$ cat config.mk
export PLATFORM = sky130hd
export DESIGN_NAME = pdm_recorder
export DESIGN_NICKNAME = d
export VERILOG_FILES = /design/src/rtl/audio_pkg.sv /design/src/rtl/pdm_clk_gen.sv /design/src/rtl/pdm_recorder.sv
export SDC_FILE = /design/constraint.sdc
export NUM_CORES = 1
export LEC_CHECK = 0
export ABC_AREA = 1
export CORE_ASPECT_RATIO = 0.5
export CORE_MARGIN = 2
export CORE_UTILIZATION = 45
export DETAILED_ROUTE_END_ITERATION = 10
export PLACE_DENSITY = 0.73
export SLEW_MARGIN = 25
export SYNTH_ARGS = -nofsm -noshare
export SYNTH_HDL_FRONTEND = slang
export SYNTH_SLANG_ARGS = --single-unit
$ cat constraint.sdc
create_clock -name clk -period 4.5 [get_ports clk]
set_input_delay 1.35 -clock clk [delete_from_list [all_inputs] [get_ports clk]]
set_output_delay 1.35 -clock clk [all_outputs]
set_load 0.01 [all_outputs]
$ cat src/rtl/audio_pkg.sv
// Shared types and defaults for the audio capture and playback blocks.
package audio_pkg;

  typedef enum logic [1:0] {
    IDLE    = 2'd0,
    CAPTURE = 2'd1,
    DONE    = 2'd2
  } rec_state_t;

  localparam int SAMPLE_W        = 8;
  localparam int DEFAULT_CLK_DIV = 40;
  localparam int DEFAULT_DECIM   = 128;

endpackage

$ cat src/rtl/pdm_clk_gen.sv
// Free-running microphone bit clock with a one-cycle strobe on the last
// system clock of each high phase, where the PDM bit is sampled.
module pdm_clk_gen import audio_pkg::*; #(
  parameter int CLK_DIV = DEFAULT_CLK_DIV
) (
  input  logic clk,
  input  logic rst,
  output logic pdm_clk,
  output logic bit_strobe
);

  localparam int DIV_W = $clog2(CLK_DIV);
  localparam logic [DIV_W-1:0] LAST = DIV_W'(CLK_DIV - 1);
  localparam logic [DIV_W-1:0] HALF = DIV_W'(CLK_DIV / 2);

  logic [DIV_W-1:0] div_cnt;
  logic [DIV_W-1:0] div_nxt;

  assign div_nxt    = (div_cnt == LAST) ? '0 : div_cnt + DIV_W'(1);
  assign bit_strobe = (div_cnt == HALF - DIV_W'(1));

  // pdm_clk is registered from the next count so it stays aligned with div_cnt
  always_ff @(posedge clk) begin
    if (!rst) begin
      div_cnt <= '0;
      pdm_clk <= 1'b0;
    end else begin
      div_cnt <= div_nxt;
      pdm_clk <= (div_nxt < HALF);
    end
  end

endmodule

$ cat src/rtl/pdm_recorder.sv
// PDM microphone capture: ones-count decimation into 8-bit samples written to RAM.
// Define RECORDER_LOOP_EN to wrap the address after MAX_ADDR and keep recording until stop.
module pdm_recorder import audio_pkg::*; #(
  parameter int CLK_DIV  = DEFAULT_CLK_DIV,
  parameter int DECIM    = DEFAULT_DECIM,
  parameter int ADDR_W   = 16,
  parameter int MAX_ADDR = 65535
) (
  input  logic                clk,
  input  logic                rst,
  input  logic                record,
  input  logic                stop,
  input  logic                pdm_data,
  output logic                pdm_clk,
  output logic                mic_lrsel,
  output logic                wr_en,
  output logic [ADDR_W-1:0]   wr_addr,
  output logic [SAMPLE_W-1:0] wr_data,
  output logic                busy,
  output logic                done,
  output logic [ADDR_W:0]     sample_count
);

  localparam int LOG2_DECIM = $clog2(DECIM);
  localparam int CNT_W      = LOG2_DECIM + 1;
  localparam logic [CNT_W-1:0]  LAST_BIT  = CNT_W'(DECIM - 1);
  localparam logic [ADDR_W-1:0] LAST_ADDR = ADDR_W'(MAX_ADDR);
`ifdef RECORDER_LOOP_EN
  localparam logic [ADDR_W:0]   MAX_COUNT = (ADDR_W + 1)'(MAX_ADDR + 1);
`endif

  rec_state_t state, state_nxt;

  logic                bit_strobe;
  logic                start;
  logic                bit_take;
  logic                win_end;
  logic [CNT_W-1:0]    ones;
  logic [CNT_W-1:0]    bits;
  logic [CNT_W-1:0]    win_total;
  logic [SAMPLE_W:0]   scaled;
  logic [SAMPLE_W-1:0] sample;

  pdm_clk_gen #(.CLK_DIV(CLK_DIV)) u_clk_gen (
    .clk        (clk),
    .rst        (rst),
    .pdm_clk    (pdm_clk),
    .bit_strobe (bit_strobe)
  );

  assign mic_lrsel = 1'b0;
  assign busy      = (state == CAPTURE);
  assign done      = (state == DONE);

  // stop outranks record everywhere, including the strobe that would close a window
  assign start     = (state != CAPTURE) && record && !stop;
  assign bit_take  = (state == CAPTURE) && !stop && bit_strobe;
  assign win_end   = bit_take && (bits == LAST_BIT);
  assign win_total = ones + CNT_W'(pdm_data);
  assign scaled    = (SAMPLE_W + 1)'(win_total) << (SAMPLE_W - LOG2_DECIM);
  assign sample    = scaled[SAMPLE_W] ? '1 : scaled[SAMPLE_W-1:0];

  always_ff @(posedge clk) begin
    if (!rst) state <= IDLE;
    else      state <= state_nxt;
  end

  always_comb begin
    state_nxt = state;
    unique case (state)
      IDLE, DONE: if (start) state_nxt = CAPTURE;
      CAPTURE: begin
        if (stop) state_nxt = DONE;
`ifndef RECORDER_LOOP_EN
        else if (win_end && (wr_addr == LAST_ADDR)) state_nxt = DONE;
`endif
      end
      default: state_nxt = IDLE;
    endcase
  end

  // The write strobe is issued the cycle after the window closes; address and
  // count advance one cycle later still, so wr_addr is stable during wr_en.
  always_ff @(posedge clk) begin
    if (!rst) begin
      wr_en        <= 1'b0;
      wr_addr      <= '0;
      wr_data      <= '0;
      sample_count <= '0;
      ones         <= '0;
      bits         <= '0;
    end else begin
      wr_en <= win_end;
      if (win_end) wr_data <= sample;
      if (start) begin
        wr_addr      <= '0;
        sample_count <= '0;
        ones         <= '0;
        bits         <= '0;
      end else begin
        if (wr_en) begin
          wr_addr <= (wr_addr == LAST_ADDR) ? '0 : wr_addr + ADDR_W'(1);
`ifdef RECORDER_LOOP_EN
          if (sample_count != MAX_COUNT) sample_count <= sample_count + (ADDR_W + 1)'(1);
`else
          sample_count <= sample_count + (ADDR_W + 1)'(1);
`endif
        end
        if (bit_take) begin
          if (win_end) begin
            ones <= '0;
            bits <= '0;
          end else begin
            ones <= win_total;
            bits <= bits + CNT_W'(1);
          end
        end
      end
    end
  end

endmodule

==> impl_metrics.json <==
{
  "grt_max_degree": 25,
  "path_clk_slew_ns": 0.05,
  "path_cells": "clkdlybuf4s50_1",
  "std_cell_rows": 21,
  "wirelength_um": 6565,
  "ys_warn_count": 0,
  "fp.dieArea_um2": 7774,
  "timing.final.crit_share_pct": 67.17,
  "fp.coreArea_um2": 6753,
  "fin_skew_ns": 0.004280,
  "crit_required_ns": 3.15,
  "swShare_pct": 19.42,
  "place.gp.congestion": 0.7892,
  "max_stage_delay_ns": 0.69,
  "numCtsBuffers": 9,
  "fin_ws_ns": 1.477,
  "synth_nets": 442,
  "timing_worst_setup_path_type": "flop to output port",
  "cts_setup_buffers": 0,
  "seq_area_frac_synth_pct": 42.30,
  "drv_slew": 0,
  "grt.overflow.total": 0,
  "wire_per_inst_um": 11.28,
  "synth_area_um2": 3171,
  "antenna_found_initial": 0,
  "synth_top_area_share_pct": 42.30,
  "critical_path_buf_inv_count": 1,
  "outcome": "complete, no violations",
  "mostFrequentLayoutCells": "81 x nand2_1, 73 x nor2_1, 67 x dfxtp_1",
  "syn_to_final_growth_pct": 28.81,
  "pre_cts_slack_ns": 1.313,
  "grt_pass1_vias": 2532,
  "post_cts_resized": 0,
  "fin_hold_ws_ns": 0.4688,
  "drc": 0,
  "ys_seq_elements": 67,
  "nets": 496,
  "final_common_cell": "nand2_1",
  "max_freq_mhz": 330.8,
  "die_height_um": 63.36,
  "io_pins": 51,
  "cts_sinks": 67,
  "dr.first_iter.drc_count": 129,
  "cts_root_buf": "clkbuf_16",
  "peakVddDrop_uv": 198.3,
  "report.final.hold_viol_count": 0,
  "crit_fanout": 12,
  "first_pass_iters": 4,
  "grt_pass1_wl_um": 11090,
  "post-route-min-period_ns": 3.023,
  "n_fill_cell": 621,
  "cts_tree": "built",
  "drv_cap": 0,
  "htreeDepth": 3,
  "internal_power_uw": 1168,
  "rsz0062_at_grt": "false",
  "p_per_area_nw_per_um2": 354.9,
  "io_buffer_count": 49,
  "syn_area_per_cell_um2": 7.356,
  "finalSetupViolations": 0,
  "ant_nets": 0,
  "max_slew_margin_pct": 60.76,
  "hp-class": "flop to flop",
  "netSwitchingPower_uw": 281.5,
  "hold_buffers": 0,
  "power_frac_comb_pct": 3.0,
  "crit_family": "flip-flops",
  "synth_area_leader_cell": "dfxtp_1",
  "p_leak_uw": 0.001587,
  "crit_slowest_cell": "dfxtp_1",
  "finish.utilization_pct": 60.48,
  "drive_gt1_share_pct": 8.571,
  "grt_usage_pct": 18.11,
  "die_w_um": 122.7,
  "startpoint_type": "flop",
  "arrival_ns": 1.67,
  "clock_latency_ns": 0.33,
  "cp-end-kind": "output port",
  "yosysUniqueCellTypes": 37,
  "via_per_inst": 4.847,
  "diodes": 0,
  "synthCells": 431,
  "cts_buffer_depth": 2,
  "setup_tns_ns": 0,
  "vias": 2821,
  "tightestPinTransition_ns": 0.5878,
  "sequentialPowerShare_pct": 41.5,
  "clkPwrFrac_pct": 55.5,
  "dp_hpwl_um": 4588,
  "yosys-top-cells-area": "dfxtp_1 42%, nand2_1 9.6%, nor2_1 8.6%",
  "start_util_pct": 46.95
}
[routing by layer]
layer  vias to the layer above  track usage (%)  wire (um)
li1                       1499                -          -
met1                      1253            21.46       3184
met2                        54            29.97       2947
met3                        15            6.250        318
met4                         0            7.328        115
met5                         -                0          0
[area by class of cell]
class	instances	area, um^2	area share (%)
clock inverters	5	100.1	2.451
inverters	55	207.7	5.086
flip-flops and latches	67	1341	32.84
clock buffers	11	242.7	5.944
multi-input cells	302	1579	38.66
repair buffers	50	498.0	12.19
well taps	92	115.1	2.819
[kinds of logic (layout without fill, tap and decap cells)]
logic type,count (synthesis),count (layout),share of synthesized area (%)
buffers and inverters,62,121,7.893
adders and majority gates,6,6,2.368
and+or+nand+nor,216,216,31.69
DFF,67,67,42.30
AOI/OAI and AO/OA,64,64,11.48
xor gates and xnor gates,15,15,4.144
other,1,1,0.1183
[cells in the mapped netlist]
master and instances:
nand2_1 81, nor2_1 73, dfxtp_1 67, inv_1 49, a21oi_1 29, nand3_1 22
o21ai_0 19, nor3_1 13, xor2_1 12, nand4_1 8, ha_1 6, inv_2 5
buf_2 4, nor2_4 4, a211oi_1 3, a31oi_1 3, buf_4 3, nand2_2 3
xnor2_1 3, nand2_4 2, nor2_2 2, nor2_8 2, nor3b_1 2, o21a_1 2
o21ai_1 2, a21o_1 1, a21oi_4 1, a31o_2 1, clkinv_2 1, conb_1 1
nand3_2 1, nand4_4 1, nor3_2 1, nor4_1 1, o21ai_2 1, o21ba_2 1
o22ai_1 1
[flip-flops by register name (all words and copies together) (netlist names)]
| name | count |
|---|---|
| bits | 8 |
| ones | 8 |
| sample_count | 17 |
| state | 2 |
| u_clk_gen.div_cnt | 6 |
| u_clk_gen.pdm_clk | 1 |
| wr_addr | 16 |
| wr_data | 8 |
| wr_en | 1 |
[stage by stage]
stage                     total power, uW  std cells  cell area, um^2
after floorplan                     645.1        431             3171
after global placement              656.9        566             3741
after detailed placement            657.8        566             3741
after CTS                            1467        582             4084
after global routing                 1494        582             4084
final                                1450        582             4084
[final timing paths]
path	startpoint	to	slack, ns	depth (start not counted)
max	wr_en	wr_en	1.48	1
min	u_clk_gen.div_cnt[0]	u_clk_gen.div_cnt[0]	0.47	1
max reg2reg	wr_en	sample_count[7]	2.67	5
min reg2reg	u_clk_gen.div_cnt[0]	u_clk_gen.div_cnt[0]	0.47	1
[power groups by stage]
stage	registers [uW]	clock network [uW]	logic, uW
floorplan	614	0	31.3
global placement	614	0	42.8
detailed placement	614	0	43.7
CTS	602	821	44.2
global route	602	843	49.3
finish	602	805	43.2
No activity file was read; power rests on OpenSTA's default activity.
